## config.mk

```make
export PLATFORM = sky130hd
export DESIGN_NAME = memory_access_unit
export DESIGN_NICKNAME = d
export VERILOG_FILES = /design/src/rtl/memory_access_unit_pkg.sv /design/src/rtl/memory_access_unit_lane.sv /design/src/rtl/memory_access_unit.sv
export SDC_FILE = /design/constraint.sdc
export NUM_CORES = 1
export LEC_CHECK = 0
export CAP_MARGIN = 20
export CORE_MARGIN = 5
export CORE_UTILIZATION = 44
export CTS_CLUSTER_DIAMETER = 60
export DETAILED_ROUTE_END_ITERATION = 8
export PLACE_DENSITY = 0.79
export REMOVE_ABC_BUFFERS = 1
export SYNTH_ARGS = -nofsm -noshare
export SYNTH_HDL_FRONTEND = slang
export SYNTH_SLANG_ARGS = --single-unit
```

## constraint.sdc

```tcl
create_clock -name i_clk -period 2 [get_ports i_clk]
set_input_delay 0.4 -clock i_clk [delete_from_list [all_inputs] [get_ports i_clk]]
set_output_delay 0.4 -clock i_clk [all_outputs]
set_load 0.02 [all_outputs]
```

## src/rtl/memory_access_unit_pkg.sv

```systemverilog
// Shared definitions for the data-memory access unit: access size codes,
// controller state encoding and the alignment rule.
package memory_access_unit_pkg;

  localparam logic [1:0] MEM_WORD = 2'b00;
  localparam logic [1:0] MEM_HALF = 2'b01;
  localparam logic [1:0] MEM_BYTE = 2'b10;  // 2'b11 also decodes as byte

  typedef enum logic [1:0] {
    ST_IDLE = 2'b00,
    ST_BUSY = 2'b01,
    ST_DONE = 2'b10
  } state_e;

  function automatic logic is_misaligned(input logic [1:0] size, input logic [1:0] off);
    case (size)
      MEM_WORD: return (off != 2'b00);
      MEM_HALF: return off[0];
      default:  return 1'b0;
    endcase
  endfunction

endpackage

```

## src/rtl/memory_access_unit_lane.sv

```systemverilog
// Byte-lane steering: store byte enables and data replication, load
// shift/mask into a right-aligned zero-filled value.
module mem_lane_align
  import memory_access_unit_pkg::*;
(
  input  logic [1:0]  i_size,
  input  logic [1:0]  i_off,
  input  logic [31:0] i_wdata,
  input  logic [31:0] i_rdata,
  output logic [3:0]  o_be,
  output logic [31:0] o_wdata,
  output logic [31:0] o_rdata
);

  logic [31:0] w_shifted;

  assign w_shifted = i_rdata >> {i_off, 3'b000};

  always_comb begin
    o_be    = 4'b1111;
    o_wdata = i_wdata;
    o_rdata = w_shifted;
    case (i_size)
      MEM_WORD: begin
        o_be    = 4'b1111;
        o_wdata = i_wdata;
        o_rdata = w_shifted;
      end
      MEM_HALF: begin
        o_be    = 4'b0011 << {i_off[1], 1'b0};
        o_wdata = {2{i_wdata[15:0]}};
        o_rdata = {16'h0000, w_shifted[15:0]};
      end
      default: begin
        o_be    = 4'b0001 << i_off;
        o_wdata = {4{i_wdata[7:0]}};
        o_rdata = {24'h000000, w_shifted[7:0]};
      end
    endcase
  end

endmodule

```

## src/rtl/memory_access_unit.sv

```systemverilog
// Load/store bus controller: accepts one aligned access from the pipeline,
// holds it on the data bus until ack or timeout, then returns load data.
module memory_access_unit
  import memory_access_unit_pkg::*;
#(
  parameter int TIMEOUT_CYCLES = 255
) (
  input  logic        i_clk,
  input  logic        i_rst_n,
  input  logic        i_memRead,
  input  logic        i_memWrite,
  input  logic [1:0]  i_memSize,
  input  logic [31:0] i_addr,
  input  logic [31:0] i_writeData,
  output logic        o_stall,
  output logic [31:0] o_readData,
  output logic        o_misaligned,
  output logic        o_busErr,
  output logic        o_dmemReq,
  output logic        o_dmemWe,
  output logic [31:0] o_dmemAddr,
  output logic [31:0] o_dmemWdata,
  output logic [3:0]  o_dmemBe,
  input  logic        i_dmemAck,
  input  logic [31:0] i_dmemRdata
);

  localparam int CNT_W = (TIMEOUT_CYCLES > 1) ? $clog2(TIMEOUT_CYCLES) : 1;

  state_e             r_state;
  logic [CNT_W-1:0]   r_cnt;
  logic [29:0]        r_word_addr;
  logic               r_we;
  logic [3:0]         r_be;
  logic [31:0]        r_wdata;
  logic [1:0]         r_size;
  logic [1:0]         r_off;
  logic [31:0]        r_rdata;

  logic               w_valid;
  logic               w_idle;
  logic               w_busy;
  logic               w_mis;
  logic               w_start;
  logic               w_timeout;
  logic [1:0]         w_lane_size;
  logic [1:0]         w_lane_off;
  logic [3:0]         w_lane_be;
  logic [31:0]        w_lane_wdata;
  logic [31:0]        w_lane_rdata;

  assign w_valid   = i_memRead | i_memWrite;
  assign w_idle    = (r_state == ST_IDLE);
  assign w_busy    = (r_state == ST_BUSY);
  assign w_mis     = w_idle & w_valid & is_misaligned(i_memSize, i_addr[1:0]);
  assign w_start   = w_idle & w_valid & ~w_mis;
  assign w_timeout = w_busy & ~i_dmemAck & (r_cnt == CNT_W'(TIMEOUT_CYCLES - 1));

  // One lane aligner serves both directions: live inputs while launching,
  // the registered size/offset while waiting for load data.
  assign w_lane_size = w_busy ? r_size : i_memSize;
  assign w_lane_off  = w_busy ? r_off  : i_addr[1:0];

  mem_lane_align u_lane (
    .i_size  (w_lane_size),
    .i_off   (w_lane_off),
    .i_wdata (i_writeData),
    .i_rdata (i_dmemRdata),
    .o_be    (w_lane_be),
    .o_wdata (w_lane_wdata),
    .o_rdata (w_lane_rdata)
  );

  assign o_stall      = w_start | w_busy;
  assign o_misaligned = w_mis;
  assign o_busErr     = w_timeout;
  assign o_dmemReq    = w_busy;
  assign o_dmemWe     = w_busy & r_we;
  assign o_dmemBe     = w_busy ? r_be : 4'b0000;
  assign o_dmemAddr   = {r_word_addr, 2'b00};
  assign o_dmemWdata  = r_wdata;
  assign o_readData   = r_rdata;

  always_ff @(posedge i_clk or negedge i_rst_n) begin
    if (!i_rst_n) begin
      r_state     <= ST_IDLE;
      r_cnt       <= '0;
      r_word_addr <= '0;
      r_we        <= 1'b0;
      r_be        <= 4'b0000;
      r_wdata     <= '0;
      r_size      <= MEM_WORD;
      r_off       <= 2'b00;
      r_rdata     <= '0;
    end else begin
      case (r_state)
        ST_IDLE: begin
          if (w_start) begin
            r_word_addr <= i_addr[31:2];
            r_we        <= i_memWrite;
            r_be        <= w_lane_be;
            r_wdata     <= w_lane_wdata;
            r_size      <= i_memSize;
            r_off       <= i_addr[1:0];
            r_cnt       <= '0;
            r_state     <= ST_BUSY;
          end
        end
        ST_BUSY: begin
          if (i_dmemAck) begin
            // Stores leave the last load result untouched.
            if (!r_we) r_rdata <= w_lane_rdata;
            r_state <= ST_DONE;
          end else if (w_timeout) begin
            r_rdata <= '0;
            r_state <= ST_DONE;
          end else begin
            r_cnt <= r_cnt + 1'b1;
          end
        end
        ST_DONE: r_state <= ST_IDLE;
        default: r_state <= ST_IDLE;
      endcase
    end
  end

endmodule

```

==> run summary, run 1 <==
Status -> complete, no violations
H-Tree Depth -> 4
Die X -> 118 µm
Leakage dissipation -> 3.81 nW
Starting Density -> 45.0%
Syn Inst Count -> 536
CP peak stage delay -> 0.45 ns
Worst-path clk slew -> 0.05 ns
Met1 usage -> 28.9%
CP most frequent cell -> buf_4
Critical path buffers and inverters -> 2
P_sw -> 0.00505 W
Final hold violation count -> 0
Tot GR Track Use -> 23.0%
Die height -> 118 µm
Worst-path cell chain -> nand2b_4, buf_4, mux2i_4, buf_4, and3_1, a22o_1
Clock Sinks -> 113
Rel. slew slack -> 49.7%
Number of unique standard cell types used by synthesis -> 46
Post-route DRC -> 0
DR pass1 iterations -> 4
Worst EP required -> 2.33 ns
Final Power -> 0.0130 W
Total CTS buffers -> 17
Flop pwr share -> 30.1%
Hold crit path type -> input pin to flop
Ys flop type -> dfrtp_1
Count of boundary I/O pins -> 208
Input/output buffers -> 205
Area Overhead vs Synth -> 58.8%
Worst setup EP type -> flop
Detailed placer's ending HPWL -> 11800 µm
GPL Wtd Cong -> 0.837
Tcrit/Tclk final -> 98.3%
CP top delay family -> simple AND/OR/NAND/NOR gates
Final period demand of the worst path -> 1.97 ns
Via density per instance -> 5.23
Worst-Margin Slew -> 0.754 ns
M2 GR Usage -> 38.6%
Root Driver -> clkbuf_16
Die area -> 0.0140 mm²
Final setup margin -> 0.0346 ns
Vias in the first global route -> 5141
Synth Area per Inst -> 9.59 µm²
Worst EP arrival -> 2.30 ns
Core region area -> 0.0114 mm²
Largest buffer count on any clock path -> 2
Internal Power -> 0.00797 W
TritonCTS clock tree -> built
Nets -> 873
Site row count -> 39
FFs w/ async S/R, synth -> 100%
Global-route wire length before repair -> 26400 µm
Post-synth EDFFs -> 0
Setup TNS -> 0 ns
Clk pwr share -> 21.5%
Post-route ant nets -> 0
Initial DRC count -> 361
Switching Share -> 38.8%
Setup crit start kind -> flop
Post-Place Worst Slack -> -0.378 ns
Combinational share of power -> 48.4%
F_max -> 509 MHz
Yosys reg bits -> 113
RSZ-0062 raised after global routing -> yes
Kind of critical path -> flop to flop
Drt wl/cell -> 17.2 µm
Count leader, synth -> nand2_1
Commonest cells in the netlist -> 186 x nand2_1, 113 x dfrtp_1, 32 x nor2_1
Overflow after GRT -> 0
Cell taking the most area after synthesis -> dfrtp_1
Clock Latency Late Sink -> 0.40 ns
Max-Cap Viols -> 0
Detailed-route via count -> 4828
Grt met3 use -> 6.82%
WL final -> 15900 µm
Crit-path slowest cell -> dfrtp_2
Largest net degree at the start of global routing -> 75
Yosys Warn Count -> 0
Max-slew violation count -> 0
Cell Pwr Density -> 1590 mW/mm²
Synth top area share -> 55.0%
ANT cells -> 0
Ratio of cells with drive above 1 in the final layout -> 12.9%
Clk_skew -> 0.00744 ns
Worst-path fanout max -> 8
GRT busiest layer -> met2
Peak supply drop -> 0.000902 V
Seq/Total Area, Yosys -> 55.0%
Initial antenna violation count -> 0
Largest cells by area after synthesis -> dfrtp_1 55%, nand2_1 14%, mux2i_1 6.0%
# setup viols final -> 0
Synth Cell Area -> 0.00514 mm²
repair_timing:
item                                   4_1_cts  5_1_grt
gates resized for setup                     24       21
setup endpoints to repair                    9       10
endpoints found under the hold margin       32        0
buffers inserted                             0        0
hold buffers                                 1        0
pin swaps                                    1        1
power groups by stage:
stage                     combinational, W  clock, W  sequential, W
after CTS                          0.00636   0.00284        0.00392
final                              0.00630   0.00279        0.00392
after floorplan                    0.00203         0        0.00496
after global routing               0.00678   0.00297        0.00406
after detailed placement           0.00637         0        0.00393
after global placement             0.00623         0        0.00390
logic make-up (layout without fill, tap and decap cells):
family / count (synthesis) / after routing / synth area share [%]
other: 1 / 2 / 0.0729
and+or+nand+nor: 254 / 254 / 20.6
xor gates and xnor gates: 6 / 6 / 1.02
muxes: 35 / 35 / 7.35
adders and majority gates: 2 / 2 / 0.487
buffers and inverters: 39 / 283 / 4.11
DFF: 113 / 113 / 55.0
AOI/OAI and AO/OA: 86 / 86 / 11.4
cell type report:
cell class	instances	area, µm²
clock buffer	19	443
inverter	5	23.8
timing repair buffer	246	2410
tap	143	179
clock inverter	13	113
multi-input combinational	385	2160
fill	886	3250
sequential	113	2830
worst paths after layout:
check | startpoint | end | slack (ns) | cells after the start
worst max-delay path | r_state[0] | o_readData[8] | 0.03 | 6
worst min-delay path | i_addr[1] | r_off[1] | 0.38 | 4
worst max register to register | r_state[0] | o_readData[8] | 0.03 | 6
worst min register to register | r_be[3] | r_be[3] | 0.47 | 2
max in group asynchronous | i_rst_n | r_word_addr[13] | 0.88 | 3
min in group asynchronous | i_rst_n | r_word_addr[3] | 0.51 | 2
per-stage QoR:
stage	utilization, %	area (µm²)	cells	hold slack (ns)
floorplan	-	4960	503	0.104
global placement	66.5	7590	891	0.382
detailed placement	66.5	7590	891	0.388
CTS	71.3	8140	924	0.472
global route	71.5	8170	924	0.404
finish	71.5	8170	924	0.381
per-layer routing:
metal  share of wire, %  vias up  wire length (µm)
met1                 41     2341              6490
met4                1.2        0               185
li1                   -     2279                 -
met5                  0        -                 0
met2                 51      192              8030
met3                7.3       16              1170
cell usage in the layout (no fill, tap or decap), types with 3 or more instances in the layout:
cell / count
a211oi_1: 5
o21ai_0: 26
a22o_1: 17
a222oi_1: 3
a31oi_1: 12
and2_1: 4
nor2_1: 31
inv_6: 3
xor2_1: 4
o21ai_1: 4
mux2i_1: 28
nand3_1: 11
buf_12: 7
clkinvlp_4: 6
clkinv_2: 4
buf_2: 3
nor4_2: 3
buf_4: 35
mux2i_2: 3
nand4_1: 3
clkbuf_2: 4
inv_1: 4
clkdlybuf4s50_1: 193
nand2_1: 185
a21o_1: 5
dfrtp_1: 112
o221ai_1: 8
clkbuf_16: 17
worst min-delay path: stages:
cell and delay, ns:
dlymetal6s2s_1 0.12, buf_4 0.14, nand2_1 0.04, nand2_1 0.04
flip-flops by register name, indices dropped and copies added, names as in the netlist:
signal       count
r_state          2
r_off            2
r_be             4
o_readData      32
r_cnt            8
r_size           2
o_dmemWdata     32
r_word_addr     30
r_we             1
No activity file was read; power rests on OpenSTA's default activity.
==> inputs of run 2 (changes only) <==
CORE_UTILIZATION = 39   (was 44)
CTS_CLUSTER_DIAMETER = default   (was 60)
PLACE_DENSITY = 0.76   (was 0.79)
clock period = 1.6 ns   (was 2 ns; I/O delays follow)
==> run summary, run 2 (synthesized netlist as in run 1, its figures left out) <==
Status -> finished with violations
Violated checks -> setup timing
Kind of critical path -> flop to flop
Switching Share -> 39.5% (+0.77 points)
Max-Cap Viols -> 0 (unchanged)
Die X -> 125 µm (+5.7%)
Ratio of cells with drive above 1 in the final layout -> 21.4% (+8.5 points)
Crit Reg-Reg Endpoint -> o_readData[3]
Source of the worst register-to-register timing path -> r_state[1]
R2R Setup Slk -> -0.29 ns (-0.32 ns)
CP top delay family -> multiplexers
Total CTS buffers -> 17 (unchanged)
Post-route ant nets -> 0 (unchanged)
Largest buffer count on any clock path -> 2 (unchanged)
Hold depth -> 3 (-1)
Post-layout util -> 68.4% (-3.1 points)
Leakage dissipation -> 4.42 nW (+16%)
Worst-path cell chain -> nand2b_4, inv_8, mux2i_4, buf_12, buf_4, mux2i_1, o221ai_1
Worst EP arrival -> 2.15 ns (-0.15 ns)
GPL Wtd Cong -> 0.830 (-0.80%)
Root Driver -> clkbuf_16
# setup viols final -> 71 (+71)
Die height -> 125 µm (+5.7%)
Count of boundary I/O pins -> 208 (unchanged)
Hold Crit Endpoint -> r_we
WL final -> 18800 µm (+19%)
Peak supply drop -> 0.000877 V (-2.8%)
Min-delay src -> i_memWrite
CP peak stage delay -> 0.41 ns (-0.04 ns)
Setup crit start kind -> flop
Drt wl/cell -> 18.9 µm (+10%)
DR pass1 iterations -> 7 (+3)
Worst-path clk slew -> 0.06 ns (about the same)
Die area -> 0.0156 mm² (+12%)
Clock Latency Late Sink -> 0.40 ns (about the same)
Final setup margin -> -0.289 ns (-0.324 ns)
Combinational share of power -> 49.8% (+1.4 points)
Worst setup EP type -> flop
Initial antenna violation count -> 0 (unchanged)
# fillers -> 995 (+12%)
Max-slew violation count -> 0 (unchanged)
Via density per instance -> 5.20 (-0.42%)
Area Overhead vs Synth -> 74.0%
Detailed placer's ending HPWL -> 11900 µm (+1.3%)
Largest net degree at the start of global routing -> 75 (unchanged)
Worst EP required -> 1.86 ns (-0.47 ns)
Final hold violation count -> 0 (unchanged)
Flop pwr share -> 28.0% (-2.1 points)
RSZ-0062 raised after global routing -> yes
Clock Sinks -> 113 (unchanged)
Clk pwr share -> 22.2% (+0.7 points)
F_max -> 529 MHz (+4.0%)
Worst-path fanout max -> 8 (unchanged)
Internal Power -> 0.0106 W (+33%)
Overflow after GRT -> 0 (unchanged)
H-Tree Depth -> 4 (unchanged)
Global-route wire length before repair -> 28500 µm (+7.7%)
Most common cell after layout, fill and taps aside -> nand2_1
Final period demand of the worst path -> 1.89 ns (-0.0765 ns)
P_sw -> 0.00691 W (+37%)
Input/output buffers -> 205 (unchanged)
Reg2reg path depth -> 7 (+1)
Setup TNS -> -11.06 ns (-11.06 ns)
Detailed-route via count -> 5167 (+7.0%)
Starting Density -> 39.3% (-5.7 points)
Vias in the first global route -> 5496 (+6.9%)
Tcrit/Tclk final -> 118% (+20 points)
Initial DRC count -> 403 (+12%)
Core region area -> 0.0131 mm² (+15%)
Site row count -> 42 (+7.7%)
Clk_skew -> 0.00846 ns (+0.00102 ns)
Cell Pwr Density -> 1950 mW/mm² (+23%)
TritonCTS clock tree -> built
Post-route DRC -> 0 (unchanged)
Tot GR Track Use -> 22.7% (-0.31 points)
Hold crit path type -> input pin to flop
Critical path buffers and inverters -> 3 (+1)
Most frequent cells in the layout -> 176 x nand2_1, 112 x dfrtp_1, 96 x clkdlybuf4s50_1
Crit-path slowest cell -> dfrtp_1
Nets -> 910 (+4.2%)
ANT cells -> 0 (unchanged)
[run 2: cell count changes in the layout (fill, tap and decap cells not counted), sizes merged]
cell           delta
clkinv            -1
clkdlybuf4s50    -97
buf              +39
inv               -2
clkinvlp          -3
nor2              +1
dlymetal6s2s      +3
dlygate4sd2      +93
clkbuf            +1
bufinv            +2
[run 2: area by class of cell]
type	instances	area [µm²]	share of cell area, %
clock buffer	22	474	5.30
clock inverter	9	131	1.47
inverter	5	26.3	0.294
multi-input combinational	386	2480	27.7
sequential	113	2830	31.6
tap	176	220	2.46
timing repair buffer	282	2790	31.1
[run 2: worst register-to-register path: stages (launching register included)]
cell and delay (ns):
dfrtp_1 0.41, nand2b_4 0.23, inv_8 0.12, mux2i_4 0.30
buf_12 0.19, buf_4 0.12, mux2i_1 0.23, o221ai_1 0.16
[run 2: worst max-delay path by stage]
| stage | from | to | slack (ns) | cells after the start |
|---|---|---|---|---|
| finish | r_state[1] | o_readData[3] | -0.29 | 7 |
| global route | r_state[1] | o_dmemWdata[29] | -0.36 | 7 |
| CTS | r_state[1] | o_dmemWdata[29] | -0.24 | 7 |
| detailed placement | i_dmemAck | o_readData[6] | -0.75 | 6 |
| global placement | i_dmemAck | o_readData[14] | -0.67 | 5 |
| floorplan | r_state[1] | o_readData[13] | -0.96 | 6 |
[run 2: routing by layer]
layer | vias up | global-route usage [%] | routed length (µm)
met4 | 0 | 8.55 | 550
met3 | 49 | 7.33 | 1330
met5 | - | 0 | 0
li1 | 2365 | - | -
met1 | 2524 | 26.7 | 7480
met2 | 229 | 38.8 | 9440
[run 2: per-stage QoR]
step | setup slack, ns | hold WS, ns | instances | area [µm²] | power (W)
finish | -0.289 | 0.190 | 993 | 8950 | 0.0175
global route | -0.363 | 0.193 | 993 | 8950 | 0.0184
CTS | -0.245 | 0.432 | 974 | 8460 | 0.0166
detailed placement | -0.751 | 0.299 | 929 | 7690 | 0.0130
global placement | -0.671 | 0.292 | 929 | 7690 | 0.0128
floorplan | -0.961 | 0.0244 | 503 | 4960 | 0.00875
[run 2: repair_timing]
action / CTS / global route
pin swaps: 4 / 21
setup endpoints to repair: 188 / 121
endpoints found under the hold margin: 27 / 0
cloned: 3 / 3
resized for setup: 177 / 82
hold buffers: 1 / 0
buffers inserted: 10 / 18
[run 2: power groups by stage]
stage	logic (W)	registers (W)	clock network, W
after detailed placement	0.00807	0.00493	0
after global placement	0.00788	0.00489	0
after CTS	0.00779	0.00487	0.00392
after floorplan	0.00254	0.00621	0
after global routing	0.00930	0.00504	0.00407
final	0.00871	0.00489	0.00388
